$ cat src/rtl/harness_pkg.sv
// Shared types and helpers for the AXI-Stream stress harness.
// Holds the generator state enum and the data-to-signature fold.
package harness_pkg;

  localparam int SIG_W_DEF  = 32;
  localparam int FOLD_MAX_W = 1024;
  localparam int SIG_MAX_W  = 64;

  typedef enum logic [1:0] {
    IDLE,
    SEND,
    GAP,
    DONE
  } gen_state_e;

  typedef logic [FOLD_MAX_W-1:0] fold_in_t;
  typedef logic [SIG_MAX_W-1:0]  fold_out_t;

  // XOR of all sw-bit slices; callers zero-extend data and keep the low sw bits
  function automatic fold_out_t fold(input fold_in_t d, input int sw);
    fold_out_t r;
    fold_out_t m;
    fold_in_t  s;
    m = '1;
    m = m >> (SIG_MAX_W - sw);
    r = '0;
    s = d;
    for (int i = 0; i < FOLD_MAX_W / sw; i++) begin
      r = r ^ (s[SIG_MAX_W-1:0] & m);
      s = s >> sw;
    end
    return r;
  endfunction

endpackage

$ cat src/rtl/axis_sig_checker.sv
// Sink-side checker: per-packet beat count, length errors,
// received packet count and rolling data signature.
module axis_sig_checker
  import harness_pkg::*;
#(
  parameter int DATA_WIDTH = 512,
  parameter int SIG_WIDTH  = SIG_W_DEF
) (
  input  logic                  clk,
  input  logic                  rst,
  input  logic [DATA_WIDTH-1:0] tdata_i,
  input  logic                  tvalid_i,
  input  logic                  tready_i,
  input  logic                  tlast_i,
  input  logic [7:0]            exp_beats_i,
  output logic [SIG_WIDTH-1:0]  rx_pkts_o,
  output logic [SIG_WIDTH-1:0]  len_err_o,
  output logic [SIG_WIDTH-1:0]  sig_o
);

  logic [SIG_WIDTH-1:0] cnt_q, cnt_d;
  logic [SIG_WIDTH-1:0] rx_q, rx_d;
  logic [SIG_WIDTH-1:0] err_q, err_d;
  logic [SIG_WIDTH-1:0] sig_q, sig_d;
  logic [SIG_WIDTH-1:0] cnt_inc;
  logic [SIG_WIDTH-1:0] fold_w;
  fold_in_t             dext;
  fold_out_t            fres;

  always_comb begin
    dext                   = '0;
    dext[DATA_WIDTH-1:0]   = tdata_i;
    fres                   = fold(dext, SIG_WIDTH);
    fold_w                 = fres[SIG_WIDTH-1:0];
    cnt_inc                = cnt_q + 1'b1;
    cnt_d                  = cnt_q;
    rx_d                   = rx_q;
    err_d                  = err_q;
    sig_d                  = sig_q;
    if (tvalid_i && tready_i) begin
      sig_d = {sig_q[SIG_WIDTH-2:0], sig_q[SIG_WIDTH-1]} ^ fold_w;
      if (tlast_i) begin
        cnt_d = '0;
        rx_d  = rx_q + 1'b1;
        if (cnt_inc != SIG_WIDTH'(exp_beats_i))
          err_d = err_q + 1'b1;
      end else begin
        cnt_d = cnt_inc;
      end
    end
  end

  always_ff @(posedge clk) begin
    if (rst) begin
      cnt_q <= '0;
      rx_q  <= '0;
      err_q <= '0;
      sig_q <= '0;
    end else begin
      cnt_q <= cnt_d;
      rx_q  <= rx_d;
      err_q <= err_d;
      sig_q <= sig_d;
    end
  end

  assign rx_pkts_o = rx_q;
  assign len_err_o = err_q;
  assign sig_o     = sig_q;

endmodule

$ cat src/rtl/axis_stress_harness.sv
// AXI-Stream stress harness: Johnson-pattern packet generator with
// gaps and packet limit, plus a backpressuring signature checker.
module axis_stress_harness
  import harness_pkg::*;
#(
  parameter int DATA_WIDTH = 512,
  parameter int KEEP_WIDTH = DATA_WIDTH / 8,
  parameter int SIG_WIDTH  = SIG_W_DEF
) (
  input  logic                  clk,
  input  logic                  rst,
  input  logic                  cfg_enable,
  input  logic [7:0]            cfg_pkt_beats,
  input  logic [7:0]            cfg_gap,
  input  logic [15:0]           cfg_pkt_count,
  input  logic [7:0]            cfg_bp_mask,
  output logic [DATA_WIDTH-1:0] m_axis_tdata,
  output logic [KEEP_WIDTH-1:0] m_axis_tkeep,
  output logic                  m_axis_tvalid,
  output logic                  m_axis_tlast,
  input  logic                  m_axis_tready,
  input  logic [DATA_WIDTH-1:0] s_axis_tdata,
  input  logic                  s_axis_tvalid,
  input  logic                  s_axis_tlast,
  output logic                  s_axis_tready,
  output logic [SIG_WIDTH-1:0]  tx_pkts,
  output logic [SIG_WIDTH-1:0]  rx_pkts,
  output logic [SIG_WIDTH-1:0]  len_err_cnt,
  output logic [SIG_WIDTH-1:0]  signature,
  output logic                  done
);

  gen_state_e            state_q, state_d;
  logic [7:0]            beats_q, beats_d;
  logic [7:0]            gap_q, gap_d;
  logic [15:0]           pcnt_q, pcnt_d;
  logic [7:0]            mask_q, mask_d;
  logic [7:0]            gcnt_q, gcnt_d;
  logic [7:0]            beat_q, beat_d;
  logic [DATA_WIDTH-1:0] data_q, data_d;
  logic [SIG_WIDTH-1:0]  tx_q, tx_d;
  logic [2:0]            bp_q, bp_d;
  logic                  done_q, done_d;
  logic                  accept;
  logic                  last_beat;
  logic                  hit_count;
  logic [SIG_WIDTH-1:0]  tx_inc;

  assign accept    = m_axis_tvalid & m_axis_tready;
  assign last_beat = (beat_q == beats_q - 8'd1);
  assign tx_inc    = tx_q + 1'b1;
  assign hit_count = (pcnt_q != 16'd0) &&
                     (tx_inc == SIG_WIDTH'(pcnt_q));

  always_comb begin
    state_d = state_q;
    beats_d = beats_q;
    gap_d   = gap_q;
    pcnt_d  = pcnt_q;
    mask_d  = mask_q;
    gcnt_d  = gcnt_q;
    beat_d  = beat_q;
    data_d  = data_q;
    tx_d    = tx_q;
    unique case (state_q)
      IDLE: begin
        if (cfg_enable) begin
          beats_d = (cfg_pkt_beats == 8'd0) ? 8'd1 : cfg_pkt_beats;
          gap_d   = cfg_gap;
          pcnt_d  = cfg_pkt_count;
          mask_d  = cfg_bp_mask;
          beat_d  = 8'd0;
          state_d = SEND;
        end
      end
      SEND: begin
        if (accept) begin
          data_d = {data_q[DATA_WIDTH-2:0], ~data_q[DATA_WIDTH-1]};
          if (last_beat) begin
            beat_d = 8'd0;
            tx_d   = tx_inc;
            if (hit_count) begin
              state_d = DONE;
            end else if (!cfg_enable) begin
              state_d = IDLE;
            end else if (gap_q != 8'd0) begin
              state_d = GAP;
              gcnt_d  = gap_q - 8'd1;
            end
          end else begin
            beat_d = beat_q + 8'd1;
          end
        end
      end
      GAP: begin
        if (!cfg_enable)
          state_d = IDLE;
        else if (gcnt_q == 8'd0)
          state_d = SEND;
        else
          gcnt_d = gcnt_q - 8'd1;
      end
      DONE: begin
        if (!cfg_enable)
          state_d = IDLE;
      end
      default: state_d = IDLE;
    endcase
  end

  assign bp_d   = (state_q != IDLE) ? bp_q + 3'd1 : bp_q;
  assign done_d = (state_q == DONE) && (rx_pkts == tx_q);

  always_ff @(posedge clk) begin
    if (rst) begin
      state_q <= IDLE;
      beats_q <= 8'd1;
      gap_q   <= '0;
      pcnt_q  <= '0;
      mask_q  <= '0;
      gcnt_q  <= '0;
      beat_q  <= '0;
      data_q  <= '0;
      tx_q    <= '0;
      bp_q    <= '0;
      done_q  <= 1'b0;
    end else begin
      state_q <= state_d;
      beats_q <= beats_d;
      gap_q   <= gap_d;
      pcnt_q  <= pcnt_d;
      mask_q  <= mask_d;
      gcnt_q  <= gcnt_d;
      beat_q  <= beat_d;
      data_q  <= data_d;
      tx_q    <= tx_d;
      bp_q    <= bp_d;
      done_q  <= done_d;
    end
  end

  assign m_axis_tvalid = (state_q == SEND);
  assign m_axis_tlast  = (state_q == SEND) && last_beat;
  assign m_axis_tdata  = data_q;
  assign m_axis_tkeep  = '1;
  assign s_axis_tready = (state_q != IDLE) && mask_q[bp_q];
  assign tx_pkts       = tx_q;
  assign done          = done_q;

  axis_sig_checker #(
    .DATA_WIDTH (DATA_WIDTH),
    .SIG_WIDTH  (SIG_WIDTH)
  ) u_chk (
    .clk         (clk),
    .rst         (rst),
    .tdata_i     (s_axis_tdata),
    .tvalid_i    (s_axis_tvalid),
    .tready_i    (s_axis_tready),
    .tlast_i     (s_axis_tlast),
    .exp_beats_i (beats_q),
    .rx_pkts_o   (rx_pkts),
    .len_err_o   (len_err_cnt),
    .sig_o       (signature)
  );

endmodule

$ cat config.mk
export PLATFORM = sky130hd
export DESIGN_NAME = axis_stress_harness
export DESIGN_NICKNAME = d
export VERILOG_FILES = /design/src/rtl/harness_pkg.sv /design/src/rtl/axis_sig_checker.sv /design/src/rtl/axis_stress_harness.sv
export SDC_FILE = /design/constraint.sdc
export NUM_CORES = 2
export LEC_CHECK = 0
export ABC_AREA = 1
export CAP_MARGIN = 20
export CORE_AREA = 2 2 487 489
export CTS_CLUSTER_SIZE = 8
export DETAILED_ROUTE_END_ITERATION = 8
export DIE_AREA = 0 0 489 491
export PLACE_DENSITY = 0.39
export SETUP_SLACK_MARGIN = 0.05
export SYNTH_ARGS = -nofsm -noshare
export SYNTH_HDL_FRONTEND = slang
export SYNTH_SLANG_ARGS = --single-unit
$ cat constraint.sdc
create_clock -name clk -period 6.7 [get_ports clk]
set_clock_uncertainty 0.1 [all_clocks]
set_input_delay 1.675 -clock clk [delete_from_list [all_inputs] [get_ports clk]]
set_output_delay 1.675 -clock clk [all_outputs]
set_load 0.02 [all_outputs]
== Yosys cells after proc, flatten, opt, wreduce, memory -nomap -nowiden ==
Index checks and enable logic that the tools add are counted.

* Register bits: 734
* Bits of input ports: 558
* Output and inout bits: 708
* Logic and storage cells: 108

* $add $sub $neg: 9
* $lt $le $gt $ge: 1
* Equality and inequality tests: 18
* Muxes and demuxes: 26
* Bitwise gates (word level): 18
* Reduce and logical (&&, ||, !) cells: 21

{| class="wikitable"
|+ Operators by type and width
! operator !! count
|-
| XOR 32 bit || 16
|-
| adder 32 x 1 -> 32 bit, second input constant || 4
|-
| two-way mux 8 bit || 11
|-
| equality test 32 x 16 -> 1 bit || 1
|-
| equality test 32 bit || 1
|-
| two-way mux 32 bit || 1
|-
| inequality test 32 x 8 -> 1 bit || 1
|-
| case mux 8 bit (2 select lines) || 2
|-
| subtractor 8 x 1 -> 8 bit, second input constant || 3
|-
| two-way mux 2 bit || 9
|-
| logical NOT 8 bit || 2
|-
| nonzero test 16 bit || 1
|-
| inequality test 2 bit, second input constant || 6
|-
| AND reduction 3 bit || 3
|-
| adder 8 x 1 -> 8 bit, second input constant || 1
|-
| equality test 8 bit || 1
|-
| case mux 2 bit (4 select lines) || 1
|-
| AND reduction 8 bit || 1
|-
| nonzero test 8 bit || 1
|-
| inequality test 2 x 1 -> 1 bit, second input constant || 3
|-
| AND reduction 2 bit || 3
|-
| AND reduction 6 bit || 1
|-
| nonzero test 2 bit || 3
|-
| logical AND 1 bit || 5
|-
| 11 further kinds || 12
|}

== Depth between registers and ports, before layout ==
* Depth in word-level cells: 16
* Gate-level depth with buffers: 19
* Gate-level depth less buffers: 18

== By module ==
Synthesis repeated with hierarchy kept, for this count alone.

* Cells, all modules: 4794
* Area total of the unflattened synthesis: 35275.1 µm²

{| class="wikitable"
|+ Modules (own cells, without submodules)
! module !! times used !! cells an instance !! area each (µm²)
|-
| axis_stress_harness || 1 || 3169 || 23719.0
|-
| axis_sig_checker || 1 || 1625 || 11556.1
|}

== Worst setup path after synthesis ==
Ideal clock, no wire load.

* Path type: reg-to-output
* From: register beats_q[0]
* To: output port m_axis_tlast
* Arrival: 1.609 ns
* Path slack: 3.316 ns
* Stages on the path, launching flop included: 9
* Buffers on the path: 0
* Cells stage by stage: dfxtp_1 -> inv_1 -> ha_1 -> nand2_1 -> nor3b_1 -> o21ai_0 -> a211oi_1 -> nand4_1 -> nor2_2

* Cells in the longest elaborated chain, start to end: 3

{| class="wikitable"
|+ Ends and longest elaborated chain
! what !! RTL line !! text
|-
| from (decl) || axis_stress_harness.sv:34 || <nowiki>logic [7:0] beats_q, beats_d;</nowiki>
|-
| from (signal assigned) || axis_stress_harness.sv:129 || <nowiki>beats_q <= beats_d;</nowiki>
|-
| subtractor 8 x 1 -> 8 bit || axis_stress_harness.sv:50 || <nowiki>assign last_beat = (beat_q == beats_q - 8'd1);</nowiki>
|-
| equality test 8 bit || axis_stress_harness.sv:50 ||
|-
| logical AND 1 bit || axis_stress_harness.sv:143 || <nowiki>assign m_axis_tlast = (state_q == SEND) && last_beat;</nowiki>
|-
| to (decl) || axis_stress_harness.sv:20 || <nowiki>output logic m_axis_tlast,</nowiki>
|}

Every way passes these cells.

== Final worst setup path ==
Same ends and word-level chain as after synthesis.

==> flow_metrics.py <==
metrics = {
    "outcome": {
        "status": "finished, final reports clean",
    },
    "die": {
        "die_x_um": 489,
        "core_um2": 235000,
        "die_y_um": 491,
        "initial_utilization_pct": 15.0,
        "rows": 178,
        "dieArea_um2": 240000,
        "ios": 1266,
    },
    "drt": {
        "drc": 0,
        "wl_per_cell_um": 23.6,
        "drt-initial-drc-count": 2474,
        "wirelength_um": 214000,
        "via_per_inst": 3.89,
        "vias": 35331,
        "ant_nets": 0,
        "first_pass_iters": 6,
    },
    "timing": {
        "finalCritPeriodShare_pct": 78.7,
        "slew_violations": 0,
        "rsz0062_at_grt": "no",
        "fin_crit_ns": 5.27,
        "tightest_slew_ns": 1.18,
        "slew-limit-headroom_pct": 21.6,
        "hold_viol": 0,
        "fmax_mhz": 190,
        "finalSetupViolCount": 0,
        "hold_ws_ns": 0.364,
        "tns_ns": 0,
    },
    "synth": {
        "ys_seq_area_share_pct": 41.9,
        "synth_enable_flop_cells": 0,
        "avgSynthCellArea_um2": 7.40,
        "synth_warnings": 0,
        "ys_types": 55,
        "synth_area_leaders": "dfxtp_1 (42%), nor2_1 (14%), o21ai_0 (8.9%)",
        "async_flop_share_pct": 0,
        "ys_ff_latch": 734,
        "synth.top_cells.by_count": "nor2_1 (1317), dfxtp_1 (734), o21ai_0 (625), nand2_1 (436), xor2_1 (333)",
        "synthFlopType": "dfxtp_1",
        "synth_top_area_share_pct": 41.9,
        "yosys.area.top_type": "dfxtp_1",
        "synth_area_um2": 35100,
        "syn_inst": 4737,
        "synth_most_common_cell": "nor2_1",
    },
    "final_layout": {
        "area_delta_synth_final_pct": 52.4,
        "final_nets": 6409,
        "fill_cells": 25967,
        "layout-drive-gt1-share_pct": 4.00,
    },
    "clock_network": {
        "post_cts_buffers": 0,
        "ctsResizeCount": 0,
        "cts_buffer_depth": 3,
        "cts_hold_buf": 0,
        "h-tree-depth": 3,
        "cts_inserted_buffers": 107,
        "cts_sinks": 734,
        "cts_tree": "done",
        "cts_root_buf": "clkbuf_16",
        "clk_latency_ns": 0.79,
        "path_clk_slew_ns": 0.05,
    },
    "critical_path": {
        "crit_family": "simple AND/OR/NAND/NOR gates",
        "required_ns": 4.93,
        "cp.arrival_ns": 3.50,
        "cpPeakStageDelay_ns": 0.68,
        "cp_num_buf_inv": 2,
        "slowest_stage": "clkdlybuf4s50_1",
        "cp_max_fo": 5,
        "crit_type": "flip-flop to output pin",
        "cp-end-kind": "output pin",
        "timing.critical_path.cells": "inv_1, ha_1, nand2_1, nor3b_1, o21ai_0, a211oi_1, nand4_1, nor2_2, clkdlybuf4s50_1",
        "critPathLaunchType": "flip-flop",
    },
    "grt": {
        "overflow": 0,
        "grt_pass1_vias": 33971,
        "grt_util_all_layers_pct": 17.2,
        "antenna_found_initial": 96,
        "grt_pass1_wl_um": 288000,
        "grt_max_degree": 147,
    },
    "power_and_ir_drop": {
        "cellPowerDensity_nw_per_um2": 342,
        "max-vdd-ir-drop_uv": 249,
        "power_leakage_uw": 0.0210,
    },
    "job": {
        "cap_violations": 0,
    },
    "placement": {
        "io_buffers": 1201,
        "globalplace.congestion": 0.951,
        "dp_hpwl_um": 173000,
    },
    "min_path": {
        "hp-class": "flip-flop to flip-flop",
    },
}
-- path summary, 6_finish.rpt --
path / startpoint / to / slack, ns / cells after the start
worst max-delay path: beats_q[0]$_SDFFE_PP1P_ / m_axis_tlast / 1.43 / 9
worst min-delay path: m_axis_tdata[256]$_SDFFE_PP0P_ / m_axis_tdata[257]$_SDFFE_PP0P_ / 0.36 / 2
worst max register to register: tx_pkts[0]$_SDFFE_PP0P_ / gcnt_q[1]$_SDFFE_PP0P_ / 2.77 / 14
worst min register to register: m_axis_tdata[256]$_SDFFE_PP0P_ / m_axis_tdata[257]$_SDFFE_PP0P_ / 0.36 / 2
-- area by class of cell --
class	count	area [um^2]	share of cell area [%]
Clock inverter	14	302	0.564
Antenna cell	49	123	0.229
Tap cell	3150	3940	7.37
Multi-Input combinational cell	3565	18500	34.5
Sequential cell	734	14700	27.5
Inverter	199	762	1.43
Timing Repair Buffer	1236	12400	23.2
Clock buffer	124	2790	5.22
-- state kept, by name, summed over array words and instances (netlist names), 16 cells and up --
| name | flops |
|---|---|
| pcnt_q | 16 |
| u_chk.len_err_o | 32 |
| u_chk.cnt_q | 32 |
| m_axis_tdata | 512 |
| tx_pkts | 32 |
| u_chk.rx_pkts_o | 32 |
| u_chk.sig_o | 32 |
-- routing by layer --
metal / up-vias / wire length [um] / GRT usage, %
met1: 16480 / 82700 / 19.5
li1: 17238 / - / -
met5: - / 250 / 0
met2: 1250 / 103000 / 29.4
met4: 38 / 9410 / 6.73
met3: 325 / 19300 / 6.04
-- cell families after synthesis --
kind of cell	share of synthesized area [%]
and+or+nand+nor	23.4
AOI/OAI and AO/OA	12.2
DFF	41.9
xor gates and xnor gates	15.9
buffers and inverters	6.19
adders and majority gates	0.285
muxes	0.0856
other	0.0107
-- tightest hold or removal path, cell delays in order (launching register included) --
cell and delay (ns):
dfxtp_1 0.32, nor2_1 0.10, nor2_1 0.05
-- power breakdown --
part	switching [uW]	internal, uW
clock	2230	2990
sequential	921	5300
combinational	4110	2750
total	7260	11000
-- cells in the final DEF (no fill, tap or decap), drive strengths merged, types with 2 or more instances in the layout --
| cell type | netlist | final |
|---|---|---|
| or2 | 6 | 6 |
| a211oi | 9 | 9 |
| a221oi | 4 | 4 |
| o22ai | 4 | 4 |
| nor3b | 8 | 8 |
| inv | 196 | 197 |
| o211ai | 3 | 3 |
| xor2 | 334 | 334 |
| xnor2 | 302 | 302 |
| bufinv | 0 | 2 |
| mux2i | 3 | 3 |
| nand4 | 27 | 27 |
| a2bb2oi | 8 | 8 |
| clkinv | 3 | 13 |
| conb | 1 | 64 |
| nor3 | 62 | 62 |
| nand3b | 5 | 5 |
| o21bai | 5 | 5 |
| diode | 0 | 49 |
| nand3 | 117 | 117 |
| and3 | 2 | 2 |
| o21ai | 636 | 636 |
| nand2 | 453 | 453 |
| clkdlybuf4s50 | 0 | 1200 |
| a21oi | 141 | 141 |
| ha | 8 | 8 |
| nor4 | 19 | 19 |
| clkbuf | 213 | 124 |
| dfxtp | 734 | 734 |
| nor2 | 1334 | 1334 |
| buf | 89 | 36 |
-- through the flow --
stage                     utilization (%)  cells  total power, uW  cell area [um^2]  setup WS (ns)
after floorplan                         -   4800             9530             35300           3.32
after global placement               21.4   8883            13200             50200           1.90
after detailed placement             21.4   8883            13200             50200           1.89
after CTS                            22.7   9021            18600             53300           1.23
after global routing                 22.8   9041            19400             53400           1.03
final                                22.8   9071            18300             53500           1.43
No activity file was read; power rests on OpenSTA's default activity.
